**config.mk**
```make
export PLATFORM = sky130hd
export DESIGN_NAME = b01_stream_driver
export DESIGN_NICKNAME = d
export VERILOG_FILES = /design/src/rtl/b01_drv_pkg.sv /design/src/rtl/b01_sipo.sv /design/src/rtl/b01_stream_driver.sv
export SDC_FILE = /design/constraint.sdc
export NUM_CORES = 1
export LEC_CHECK = 0
export ABC_CLOCK_PERIOD_IN_PS = 2660
export CORE_UTILIZATION = 40
export DETAILED_ROUTE_END_ITERATION = 10
export PLACE_DENSITY_LB_ADDON = 0.12
export SKIP_LAST_GASP = 1
export SYNTH_ARGS = -nofsm -noshare
export SYNTH_HDL_FRONTEND = slang
export SYNTH_SLANG_ARGS = --single-unit
export TNS_END_PERCENT = 100
```
**constraint.sdc**
```tcl
create_clock -name clock -period 2.66 [get_ports clock]
set_input_delay 0.266 -clock clock [delete_from_list [all_inputs] [get_ports clock]]
set_output_delay 0.266 -clock clock [all_outputs]
set_load 0.005 [all_outputs]
```
**src/rtl/b01_drv_pkg.sv**
```systemverilog
// Shared types and constants for the b01 serial-flow stream driver.
// Holds the controller state encoding and the bit/sample counter sizing rule.
package b01_drv_pkg;

  typedef enum logic [1:0] {
    IDLE,
    SHIFT,
    DRAIN,
    HOLD
  } state_t;

  localparam int DEF_WIDTH = 8;
  localparam int DEF_LAT   = 1;

  // Counter must reach WIDTH+LAT, the index of the last capture edge.
  function automatic int cnt_width(input int width, input int lat);
    return $clog2(width + lat + 1);
  endfunction

endpackage

```
**src/rtl/b01_sipo.sv**
```systemverilog
// Capture register for the comparator return lines: deserializes outp LSB-first
// and accumulates any overflw seen during the word's capture window.
module b01_sipo #(
  parameter int WIDTH = 8
) (
  input  logic             clock,
  input  logic             reset,
  input  logic             clear,
  input  logic             sample,
  input  logic             din,
  input  logic             ovf,
  output logic [WIDTH-1:0] result,
  output logic             ovf_seen
);

  // Shifting in at the MSB leaves the first sample at bit 0 after WIDTH samples.
  always_ff @(posedge clock or posedge reset) begin
    if (reset) begin
      result   <= '0;
      ovf_seen <= 1'b0;
    end else if (clear) begin
      result   <= '0;
      ovf_seen <= 1'b0;
    end else if (sample) begin
      result   <= {din, result[WIDTH-1:1]};
      ovf_seen <= ovf_seen | ovf;
    end
  end

endmodule

```
**src/rtl/b01_stream_driver.sv**
```systemverilog
// Serial-stream source and result collector for a b01 comparator: shifts operand
// pairs LSB-first onto line1/line2 and collects the returned outp/overflw stream.
module b01_stream_driver
  import b01_drv_pkg::*;
#(
  parameter int WIDTH = DEF_WIDTH,
  parameter int LAT   = DEF_LAT
) (
  input  logic             clock,
  input  logic             reset,
  input  logic [WIDTH-1:0] op_a,
  input  logic [WIDTH-1:0] op_b,
  input  logic             in_valid,
  output logic             in_ready,
  output logic             line1,
  output logic             line2,
  input  logic             outp,
  input  logic             overflw,
  output logic [WIDTH-1:0] result,
  output logic             ovf_seen,
  output logic             res_valid,
  input  logic             res_ready
);

  localparam int            CW           = cnt_width(WIDTH, LAT);
  localparam logic [CW-1:0] LAST_BIT     = CW'(WIDTH);
  localparam logic [CW-1:0] FIRST_SAMPLE = CW'(LAT + 1);
  localparam logic [CW-1:0] LAST_SAMPLE  = CW'(WIDTH + LAT);

  state_t           state, state_nxt;
  logic [CW-1:0]    cnt;
  logic [WIDTH-1:0] sh_a, sh_b;
  logic             load, sample;

  // NOTE: sequential state uses non-blocking assignments so every register
  // samples pre-edge values regardless of block evaluation order.
  always_ff @(posedge clock or posedge reset) begin
    if (reset) state <= IDLE;
    else       state <= state_nxt;
  end

  // NOTE: every output of this block gets a default first, so no path leaves a
  // signal unassigned and no latch is inferred.
  always_comb begin
    state_nxt = state;
    load      = 1'b0;
    sample    = 1'b0;
    unique case (state)
      IDLE: begin
        if (in_valid) begin
          load      = 1'b1;
          state_nxt = SHIFT;
        end
      end
      SHIFT: begin
        sample = (cnt >= FIRST_SAMPLE);
        if (cnt == LAST_BIT) state_nxt = DRAIN;
      end
      DRAIN: begin
        sample = (cnt >= FIRST_SAMPLE);
        if (cnt == LAST_SAMPLE) state_nxt = HOLD;
      end
      HOLD: begin
        if (res_ready) state_nxt = IDLE;
      end
      default: state_nxt = IDLE;
    endcase
  end

  // cnt equals k just before edge E(k); bit 0 goes out on the accepting edge.
  always_ff @(posedge clock or posedge reset) begin
    if (reset) begin
      cnt   <= '0;
      sh_a  <= '0;
      sh_b  <= '0;
      line1 <= 1'b0;
      line2 <= 1'b0;
    end else if (load) begin
      cnt   <= CW'(1);
      sh_a  <= op_a >> 1;
      sh_b  <= op_b >> 1;
      line1 <= op_a[0];
      line2 <= op_b[0];
    end else if (state == SHIFT || state == DRAIN) begin
      if (cnt != LAST_SAMPLE) cnt <= cnt + CW'(1);
      sh_a  <= sh_a >> 1;
      sh_b  <= sh_b >> 1;
      line1 <= (state == SHIFT && cnt != LAST_BIT) ? sh_a[0] : 1'b0;
      line2 <= (state == SHIFT && cnt != LAST_BIT) ? sh_b[0] : 1'b0;
    end
  end

  assign in_ready  = (state == IDLE);
  assign res_valid = (state == HOLD);

  b01_sipo #(.WIDTH(WIDTH)) u_sipo (
    .clock    (clock),
    .reset    (reset),
    .clear    (load),
    .sample   (sample),
    .din      (outp),
    .ovf      (overflw),
    .result   (result),
    .ovf_seen (ovf_seen)
  );

endmodule

```
==> results of run 1 <==
[cell usage after synthesis, drive strengths merged]
cell type  count  area (um^2)
xor2           2        17.52
buf            7        41.29
o41ai          1        27.53
a32oi          1        8.760
ha             8        100.1
and2           2        12.51
nand2         36        135.1
dfrtp         31        775.7
mux2           1        15.01
a21oi         10        50.05
o41a           1        11.26
xnor2          1        8.760
mux2i         12        120.1
nand3b         2        18.77
clkbuf         2        7.510
nor2           4        15.01
o21ai         16        80.08
nor2b          2        12.51
a31oi          2        12.51
nand3          3        15.01
inv            7        26.28
nand2b         3        18.77
nand4          1        6.260
a22oi          1        7.510
[power by group]
part	switching [W]	internal (W)
Clock	0.000159	0.000183
Combinational	0.000576	0.000589
Sequential	0.000152	0.000676
[worst max-delay path: stages (launching register included)]
cell     delay (ns)
dfrtp_1        0.40
inv_1          0.08
ha_1           0.67
o41a_1         0.46
a21oi_1        0.13
nor2_1         0.10
[worst paths after layout]
kind | from | cells after the start | end
max | state[1] | 5 | u_sipo.ovf_seen
min | reset | 3 | u_sipo.result[2]
max reg2reg | state[1] | 5 | u_sipo.ovf_seen
min reg2reg | u_sipo.ovf_seen | 2 | u_sipo.ovf_seen
max in group asynchronous | reset | 3 | sh_a[6]
min in group clock | u_sipo.ovf_seen | 2 | u_sipo.ovf_seen
[state kept, by name, summed over array words and instances (netlist names)]
signal           flops
u_sipo.result        8
sh_b                 7
state                2
line2                1
sh_a                 7
cnt                  4
line1                1
u_sipo.ovf_seen      1
[final cells by class]
cell class                 instances  area (um^2)
clock buffer                       7        76.32
clock inverter                     1        5.005
fill                             351         1689
inverter                           7        26.28
multi-input combinational        109        693.2
sequential                        31        775.7
tap                               48        60.06
timing repair buffer              37        362.8
[per-layer routing]
metal	vias up	wire, um	global-route usage (%)
met3	7	104	4.286
met2	19	1313	26.46
met5	-	0	0
li1	589	-	-
met4	0	51	8.333
met1	544	1359	20.55
[per-stage QoR]
stage	hold WS (ns)	total power (W)	setup WS (ns)	utilization [%]
finish	0.3578	0.002336	0.7515	54.21
global route	0.4171	0.002556	0.5481	54.21
CTS	0.3742	0.002371	0.7404	54.21
detailed placement	0.5012	0.002017	0.7534	52.00
global placement	0.4854	0.001974	0.8296	52.00
floorplan	0.3695	0.001685	1.128	-
[kinds of logic after synthesis]
kind of cell | count (synthesis) | share of synthesized area, %
fa+ha+maj | 8 | 6.483
flops | 31 | 50.24
compound gates | 32 | 12.80
buf+inv | 16 | 4.863
mux | 13 | 8.752
simple gates | 53 | 15.15
xor+xnor | 3 | 1.702
==> results by group, run 1 <==
Status
  – Outcome: finished, final reports clean

Synthesis
  – Mapped Area: 0.001544 mm^2
  – YS warnings: 0
  – #FFs+latches synth: 31
  – Synth unique cells: 26
  – Mapped Nets: 186
  – Avg Synthesized Cell Area: 9.897 um^2
  – Post-synthesis sequential area ratio: 50.24%
  – Cell count after synthesis: 156

GRT
  – Gr usage total: 16.52%
  – Vias in the first global route: 1201
  – Initial antenna violation count: 0
  – Total gr overflow: 0
  – First-pass GRT wire length: 5.168 mm
  – Largest net degree at the start of global routing: 46

Floorplan
  – Die width: 64.13 um
  – Die ar.: 0.004113 mm^2
  – Row count: 22
  – Core footprint: 0.003689 mm^2
  – Number of I/O pins: 35
  – Initial Utilization: 41.86%
  – Die Ht: 64.13 um

Timing
  – FMAX: 524.0 MHz
  – Fin Clk Skew: 0.004458 ns
  – RSZ-0062 raised after global routing: no
  – Setup TNS: 0 ns
  – Tmin final: 1.908 ns
  – Worst slew pin tran: 0.5974 ns
  – Final worst-path cycle share: 71.75%
  – Final setup vio count: 0
  – Slew Limit Fails: 0
  – Final Hold Violating Endpoints: 0
  – Worst slew margin: 60.17%

Route
  – DRC viols: 0
  – Initial DRC Count: 50
  – Routed Antenna Nets: 0
  – DR vias/cell: 4.829
  – Total Wirelength: 2.829 mm
  – Via count: 1159
  – DRT Pass-1 Iters: 4
  – DR WL/cell: 11.79 um

Clock tree
  – Cts repair resizes: 0
  – TritonCTS Buffers: 5
  – Skew-Pair Late Insertion Delay: 0.27 ns
  – # hold bufs at CTS: 0
  – Post-CTS Setup Inserts: 0
  – H-tree depth: 2
  – Clock Path Buffers: 2
  – CTS Root Cell: clkbuf_8
  – CTS clk-pin slew, worst paths: 0.06 ns
  – CTS tree: yes
  – Clock sinks: 31

Hold path
  – HP Class: in2async

Cells and area
  – Most common cell after layout, fill and taps aside: nand2_1
  – Share of cells above drive strength 1: 6.250%
  – Most frequent cells in the layout: nand2_1, clkdlybuf4s50_1, dfrtp_1
  – Design Area, Final: 0.001999 mm^2
  – P&R area growth vs syn: 29.50%
  – Antenna cells: 0
  – Final Non-Filler Cells: 240
  – Final nets: 221

Placed design
  – Total placed instance area: 0.001918 mm^2
  – PortBufs: 34
  – Hpwl dp: 1.999 mm
  – DP Cell Count: 232
  – GPL Wtd Cong: 0.7626

Setup path
  – Crit start category: flop
  – Worst-path maximum fanout: 14
  – Worst EP required: 2.87 ns
  – CP Capture Type: flop
  – R2R setup slack: 0.75 ns
  – CP Data Arrival Time: 2.11 ns
  – Crit Path Category: reg2reg

Job
  – Max cap viols: 0

Power
  – Worst vdd ir: 0.4696 mV
  – Power per cell area: 1168 mW/mm^2
  – Leak: 0.9005 nW
Power figures use the tool's default switching activity.
==> inputs of run 2 (changes only) <==
- ABC_CLOCK_PERIOD_IN_PS: 2660 -> 1840
- clock period: 2.66 -> 1.84 ns (I/O delays scaled with it)
==> run 2 against run 1 <==
Net effect: via count decreased by 0.69%; worst setup slack lost 0.62 ns; die area unchanged; clock power is 69% higher; non-clock buffer count is 1 higher; cell area increased by 1.9%; core utilization increased by 1.1 points; highest routed layer unchanged; power up 50%; clock skew rose by 0.00068 ns; critical path depth shrank 2; sequential power up 45%; combinational power is 49% higher.
==> results by group, run 2 (synthesized netlist as in run 1, its figures left out) <==
Status
  – Outcome: finished, final reports clean

GRT
  – Vias in the first global route: 1182 (-1.6%)
  – Total gr overflow: 0 (unchanged)
  – First-pass GRT wire length: 5.244 mm (+1.5%)
  – Largest net degree at the start of global routing: 46 (unchanged)
  – Gr usage total: 17.13% (+0.61 points)
  – Initial antenna violation count: 0 (unchanged)

Timing
  – Final worst setup slack: 0.1279 ns (-0.6236 ns)
  – FMAX: 584.1 MHz
  – Tmin final: 1.712 ns
  – Worst slew pin tran: 0.4811 ns (-0.1163 ns)
  – Worst slew margin: 67.82% (+7.6 points)
  – Fin Clk Skew: 0.005137 ns (+0.0006792 ns)
  – Final setup vio count: 0 (unchanged)
  – Slew Limit Fails: 0 (unchanged)
  – Final worst-path cycle share: 93.05%
  – Final Hold Violating Endpoints: 0 (unchanged)
  – Setup TNS: 0 ns (unchanged)
  – RSZ-0062 raised after global routing: no

Clock tree
  – Clock sinks: 31 (unchanged)
  – CTS Root Cell: clkbuf_8
  – H-tree depth: 2 (unchanged)
  – TritonCTS Buffers: 5 (unchanged)
  – Cts repair resizes: 0 (unchanged)
  – Post-CTS Setup Inserts: 0 (unchanged)
  – Skew-Pair Late Insertion Delay: 0.28 ns (about the same)
  – CTS clk-pin slew, worst paths: 0.06 ns (about the same)
  – # hold bufs at CTS: 0 (unchanged)
  – CTS tree: yes
  – Clock Path Buffers: 2 (unchanged)

Setup path
  – CP Data Arrival Time: 1.53 ns (-0.58 ns)
  – FF-to-FF End: u_sipo.ovf_seen
  – Crit start category: flop
  – Crit Path Category: reg2out
  – Worst-path maximum fanout: 4 (-10)
  – Worst R2R Path Depth: 5 (unchanged)
  – CP max-delay cell: clkdlybuf4s50_1
  – Worst setup path start: state[0]
  – FF-to-FF Start: cnt[0]
  – CP Capture Type: output pin
  – Crit path largest cell delay: 0.52 ns (-0.15 ns)
  – Worst EP required: 1.66 ns (-1.21 ns)
  – R2R setup slack: 0.18 ns (-0.57 ns)
  – CP cell instances: inv_1 -> ha_1 -> clkdlybuf4s50_1

Placed design
  – Total placed instance area: 0.001938 mm^2 (+1.0%)
  – Dpl ws: 0.1676 ns (-0.5858 ns)
  – PortBufs: 34 (unchanged)
  – GPL Wtd Cong: 0.8156 (+6.9%)
  – Hpwl dp: 2.083 mm (+4.2%)

Route
  – Initial DRC Count: 36 (-28%)
  – DRC viols: 0 (unchanged)
  – DR WL/cell: 12.05 um (+2.3%)
  – Total Wirelength: 2.905 mm (+2.7%)
  – DRT Pass-1 Iters: 4 (unchanged)
  – Via count: 1151 (-0.69%)
  – Routed Antenna Nets: 0 (unchanged)
  – DR vias/cell: 4.776 (-1.1%)

Cells and area
  – Final nets: 222 (+0.45%)
  – Most flops, register: u_sipo.result
  – Most common cell after layout, fill and taps aside: nand2_1
  – Biggest regs: u_sipo.result (8), sh_a (7), sh_b (7)
  – FF/Latch Area: 775.7 um^2 (unchanged)
  – Area of the multi-input gates: 693.2 um^2 (unchanged)
  – Share of cells above drive strength 1: 7.254% (+1.0 points)
  – Design Area, Final: 0.002038 mm^2 (+1.9%)
  – Antenna cells: 0 (unchanged)
  – P&R area growth vs syn: 32.01%
  – Most frequent cells in the layout: nand2_1, clkdlybuf4s50_1, dfrtp_1
  – Filler cell count: 336 (-4.3%)
  – Max FFs per register: 8 (unchanged)

Floorplan
  – Die width: 64.13 um (unchanged)
  – Core footprint: 0.003689 mm^2 (unchanged)
  – Die Ht: 64.13 um (unchanged)
  – Initial Utilization: 41.86% (unchanged)
  – Die ar.: 0.004113 mm^2 (unchanged)
  – Row count: 22 (unchanged)
  – Number of I/O pins: 35 (unchanged)

Hold path
  – HP Class: in2async

Power
  – Worst vdd ir: 0.7789 mV (+66%)
  – Leak: 0.9177 nW (+1.9%)
  – Power per cell area: 1721 mW/mm^2 (+47%)

Job
  – Max cap viols: 0 (unchanged)
run 2: cell types whose count changed in the layout (fill, tap and decap cells not counted):
cell,before,now
clkbuf_8,5,7
buf_12,0,1
clkbuf_1,2,1
clkinv_2,1,0
run 2: routing by layer:
metal	part of all wire [%]	GRT usage, %	vias to the layer above
li1	-	-	587
met1	45	20.07	540
met2	48	27.79	19
met3	4.6	5.000	5
met4	1.8	10.00	0
met5	0	0	-
run 2: worst max-delay path: cells and delay by family (launching register included):
family	cells	cell delay, ns
flops	1	0.40
buf+inv	2	0.62
fa+ha+maj	1	0.22
run 2: metrics by stage:
stage / instances / utilization [%] / total power [W] / hold WS [ns]
floorplan: 156 / - / 0.002436 / 0.2875
global placement: 233 / 52.54 / 0.002901 / 0.4830
detailed placement: 233 / 52.54 / 0.002971 / 0.5063
CTS: 241 / 55.26 / 0.003562 / 0.2924
global route: 241 / 55.26 / 0.003819 / 0.3098
finish: 241 / 55.26 / 0.003509 / 0.2770
run 2: power by group:
group / leakage (nW) / internal, W / switching [W]
sequential: 0.401 / 0.000977 / 0.000218
combinational: 0.465 / 0.000887 / 0.000848
clock: 0.0515 / 0.000341 / 0.000238
run 2: final cells by class:
cell class | instances | share of cell area (%)
clock buffers | 8 | 4.911
inverters | 7 | 1.289
multi-input cells | 109 | 34.01
flip-flops and latches | 31 | 38.06
well taps | 48 | 2.947
repair buffers | 38 | 18.78
run 2: worst max-delay path by stage:
stage / end / depth (start not counted)
floorplan: u_sipo.ovf_seen / 5
global placement: u_sipo.ovf_seen / 5
detailed placement: u_sipo.result[1] / 5
CTS: in_ready / 3
global route: u_sipo.result[1] / 5
finish: in_ready / 3
==> inputs of run 3 (changes only) <==
- CORE_MARGIN: default -> 2
- CORE_UTILIZATION: 40 -> 49
==> run 3 against run 2 <==
Net effect: fmax decreased by 2.3%; largest cell class unchanged; clock power decreased by 32%; via count increased by 2.3%; non-clock buffer count increased by 1; global-route usage increased by 1.7 points; critical path type unchanged.
==> results by group, run 3 (synthesized netlist as in run 1, its figures left out) <==
Cells and area
  – Area of the multi-input gates: 695.7 um^2 (+0.36%)
  – Biggest regs: u_sipo.result (8), sh_a (7), sh_b (7)
  – Max FFs per register: 8 (unchanged)
  – FF/Latch Area: 775.7 um^2 (unchanged)
  – Most frequent cells in the layout: nand2_1, clkdlybuf4s50_1, dfrtp_1
  – Share of cells above drive strength 1: 8.763% (+1.5 points)
  – Most common cell after layout, fill and taps aside: nand2_1
  – P&R area growth vs syn: 29.58%
  – Antenna cells: 0 (unchanged)
  – Filler cell count: 248 (-26%)
  – Final nets: 223 (+0.45%)
  – Most flops, register: u_sipo.result

Clock tree
  – CTS tree: yes
  – CTS clk-pin slew, worst paths: 0.11 ns (+0.05 ns)
  – CTS Root Cell: clkbuf_4
  – Skew-Pair Late Insertion Delay: 0.34 ns (+0.06 ns)
  – Post-CTS Setup Inserts: 0 (unchanged)
  – Clock Path Buffers: 2 (unchanged)
  – H-tree depth: 2 (unchanged)
  – TritonCTS Buffers: 5 (unchanged)
  – Cts repair resizes: 0 (unchanged)
  – Clock sinks: 31 (unchanged)
  – # hold bufs at CTS: 0 (unchanged)

Power
  – Switching part of the total: 39.51% (+2.3 points)
  – Clock share of power: 11.5% (-5.0 points)
  – Leak: 0.8966 nW (-2.3%)
  – Power per cell area: 1692 mW/mm^2 (-1.7%)
  – Worst vdd ir: 0.8104 mV (+4.0%)
  – Pint: 0.002048 W (-7.1%)
  – P_sw: 0.001338 W (+2.6%)
  – Reg power frac: 35.3% (+1.2 points)
  – Tot Pwr: 0.003386 W (-3.5%)
  – Combinational group share of total power: 53.2% (+3.8 points)

Hold path
  – HP Class: in2async

Floorplan
  – Number of I/O pins: 35 (unchanged)
  – Die Ht: 60.14 um (-6.2%)
  – Row count: 20 (-9.1%)
  – Initial Utilization: 50.99% (+9.1 points)
  – Die width: 60.14 um (-6.2%)
  – Core footprint: 0.003028 mm^2 (-18%)
  – Die ar.: 0.003616 mm^2 (-12%)

Timing
  – Tmin final: 1.753 ns (+0.04049 ns)
  – Hold WS: 0.2067 ns (-0.07025 ns)
  – Final worst-path cycle share: 95.25% (+2.2 points)
  – Worst slew pin tran: 0.4879 ns (+0.006767 ns)
  – Final setup vio count: 0 (unchanged)
  – Final Hold Violating Endpoints: 0 (unchanged)
  – Slew Limit Fails: 0 (unchanged)
  – Setup TNS: 0 ns (unchanged)
  – FMAX: 570.6 MHz (-2.3%)
  – RSZ-0062 raised after global routing: no
  – Worst slew margin: 67.36% (-0.45 points)
  – Fin Clk Skew: 0.01360 ns (+0.008460 ns)

Setup path
  – Worst EP required: 1.66 ns (about the same)
  – Delay-heaviest family, CP: buffers and inverters
  – CP bufs+invs: 2 (unchanged)
  – Crit path largest cell delay: 0.50 ns (-0.02 ns)
  – Worst R2R Path Depth: 5 (unchanged)
  – CP max-delay cell: clkdlybuf4s50_1
  – Worst-path maximum fanout: 4 (unchanged)
  – Crit Path Category: reg2out
  – CP Capture Type: output pin
  – FF-to-FF End: u_sipo.ovf_seen
  – CP cell instances: inv_1 -> ha_2 -> clkdlybuf4s50_1
  – CP Data Arrival Time: 1.57 ns (+0.04 ns)
  – R2R setup slack: 0.18 ns (about the same)
  – FF-to-FF Start: cnt[0]
  – Crit start category: flop

Route
  – DRT Pass-1 Iters: 4 (unchanged)
  – DRC viols: 0 (unchanged)
  – Initial DRC Count: 45 (+25%)
  – DR vias/cell: 4.945 (+3.5%)
  – DR WL/cell: 12.01 um (-0.34%)
  – Total Wirelength: 2.859 mm (-1.6%)
  – Via count: 1177 (+2.3%)
  – Routed Antenna Nets: 0 (unchanged)

GRT
  – Vias in the first global route: 1155 (-2.3%)
  – Total gr overflow: 0 (unchanged)
  – Initial antenna violation count: 0 (unchanged)
  – First-pass GRT wire length: 4.885 mm (-6.8%)
  – Gr usage total: 18.87% (+1.7 points)
  – Largest net degree at the start of global routing: 46 (unchanged)

Job
  – Max cap viols: 0 (unchanged)

Status
  – Outcome: finished, final reports clean

Placed design
  – GPL Wtd Cong: 0.7906 (-3.1%)
  – Hpwl dp: 2.108 mm (+1.2%)
  – PortBufs: 34 (unchanged)
[run 3: power by group through the flow]
| stage | sequential [W] | combinational (W) | clock [W] |
|---|---|---|---|
| after global placement | 0.00118 | 0.00173 | 0 |
| after CTS | 0.00119 | 0.00181 | 0.000401 |
| after floorplan | 0.00117 | 0.00127 | 0 |
| after global routing | 0.00124 | 0.00200 | 0.000428 |
| final | 0.00119 | 0.00180 | 0.000391 |
| after detailed placement | 0.00121 | 0.00181 | 0 |
[run 3: tightest hold or removal path: stages]
cell	delay, ns
clkdlybuf4s50_1	0.40
inv_1	0.05
buf_4	0.35
[run 3: layout make-up]
type                    instances  area share (%)
inverters                       7           1.313
repair buffers                 39           19.51
clock inverters                 3           1.001
clock buffers                   5           1.876
well taps                      44           2.752
multi-input cells             109           34.77
flip-flops and latches         31           38.77
[run 3: layer usage]
layer / up-vias / GRT usage [%] / wire (um)
met5: - / 0 / 0
met4: 0 / 10.48 / 59
met3: 7 / 5.195 / 135
met2: 27 / 31.06 / 1380
met1: 547 / 22.08 / 1283
li1: 596 / - / -
[run 3: how the worst max path moves through the flow]
| stage | to | depth (start not counted) | from | slack [ns] |
|---|---|---|---|---|
| finish | in_ready | 3 | state[0] | 0.09 |
| global route | in_ready | 3 | state[0] | 0.02 |
| CTS | in_ready | 3 | state[0] | 0.05 |
| detailed placement | u_sipo.ovf_seen | 5 | cnt[0] | 0.18 |
| global placement | u_sipo.ovf_seen | 4 | cnt[1] | 0.25 |
| floorplan | u_sipo.ovf_seen | 5 | cnt[1] | 0.31 |
[run 3: metrics by stage]
stage | area (um^2) | instances | util [%] | worst slack, ns
after floorplan | 1544 | 156 | - | 0.3085
after global placement | 1941 | 230 | 64.09 | 0.2535
after detailed placement | 1941 | 230 | 64.09 | 0.1825
after CTS | 1998 | 238 | 65.99 | 0.05383
after global routing | 2001 | 238 | 66.07 | 0.01782
final | 2001 | 238 | 66.07 | 0.08743
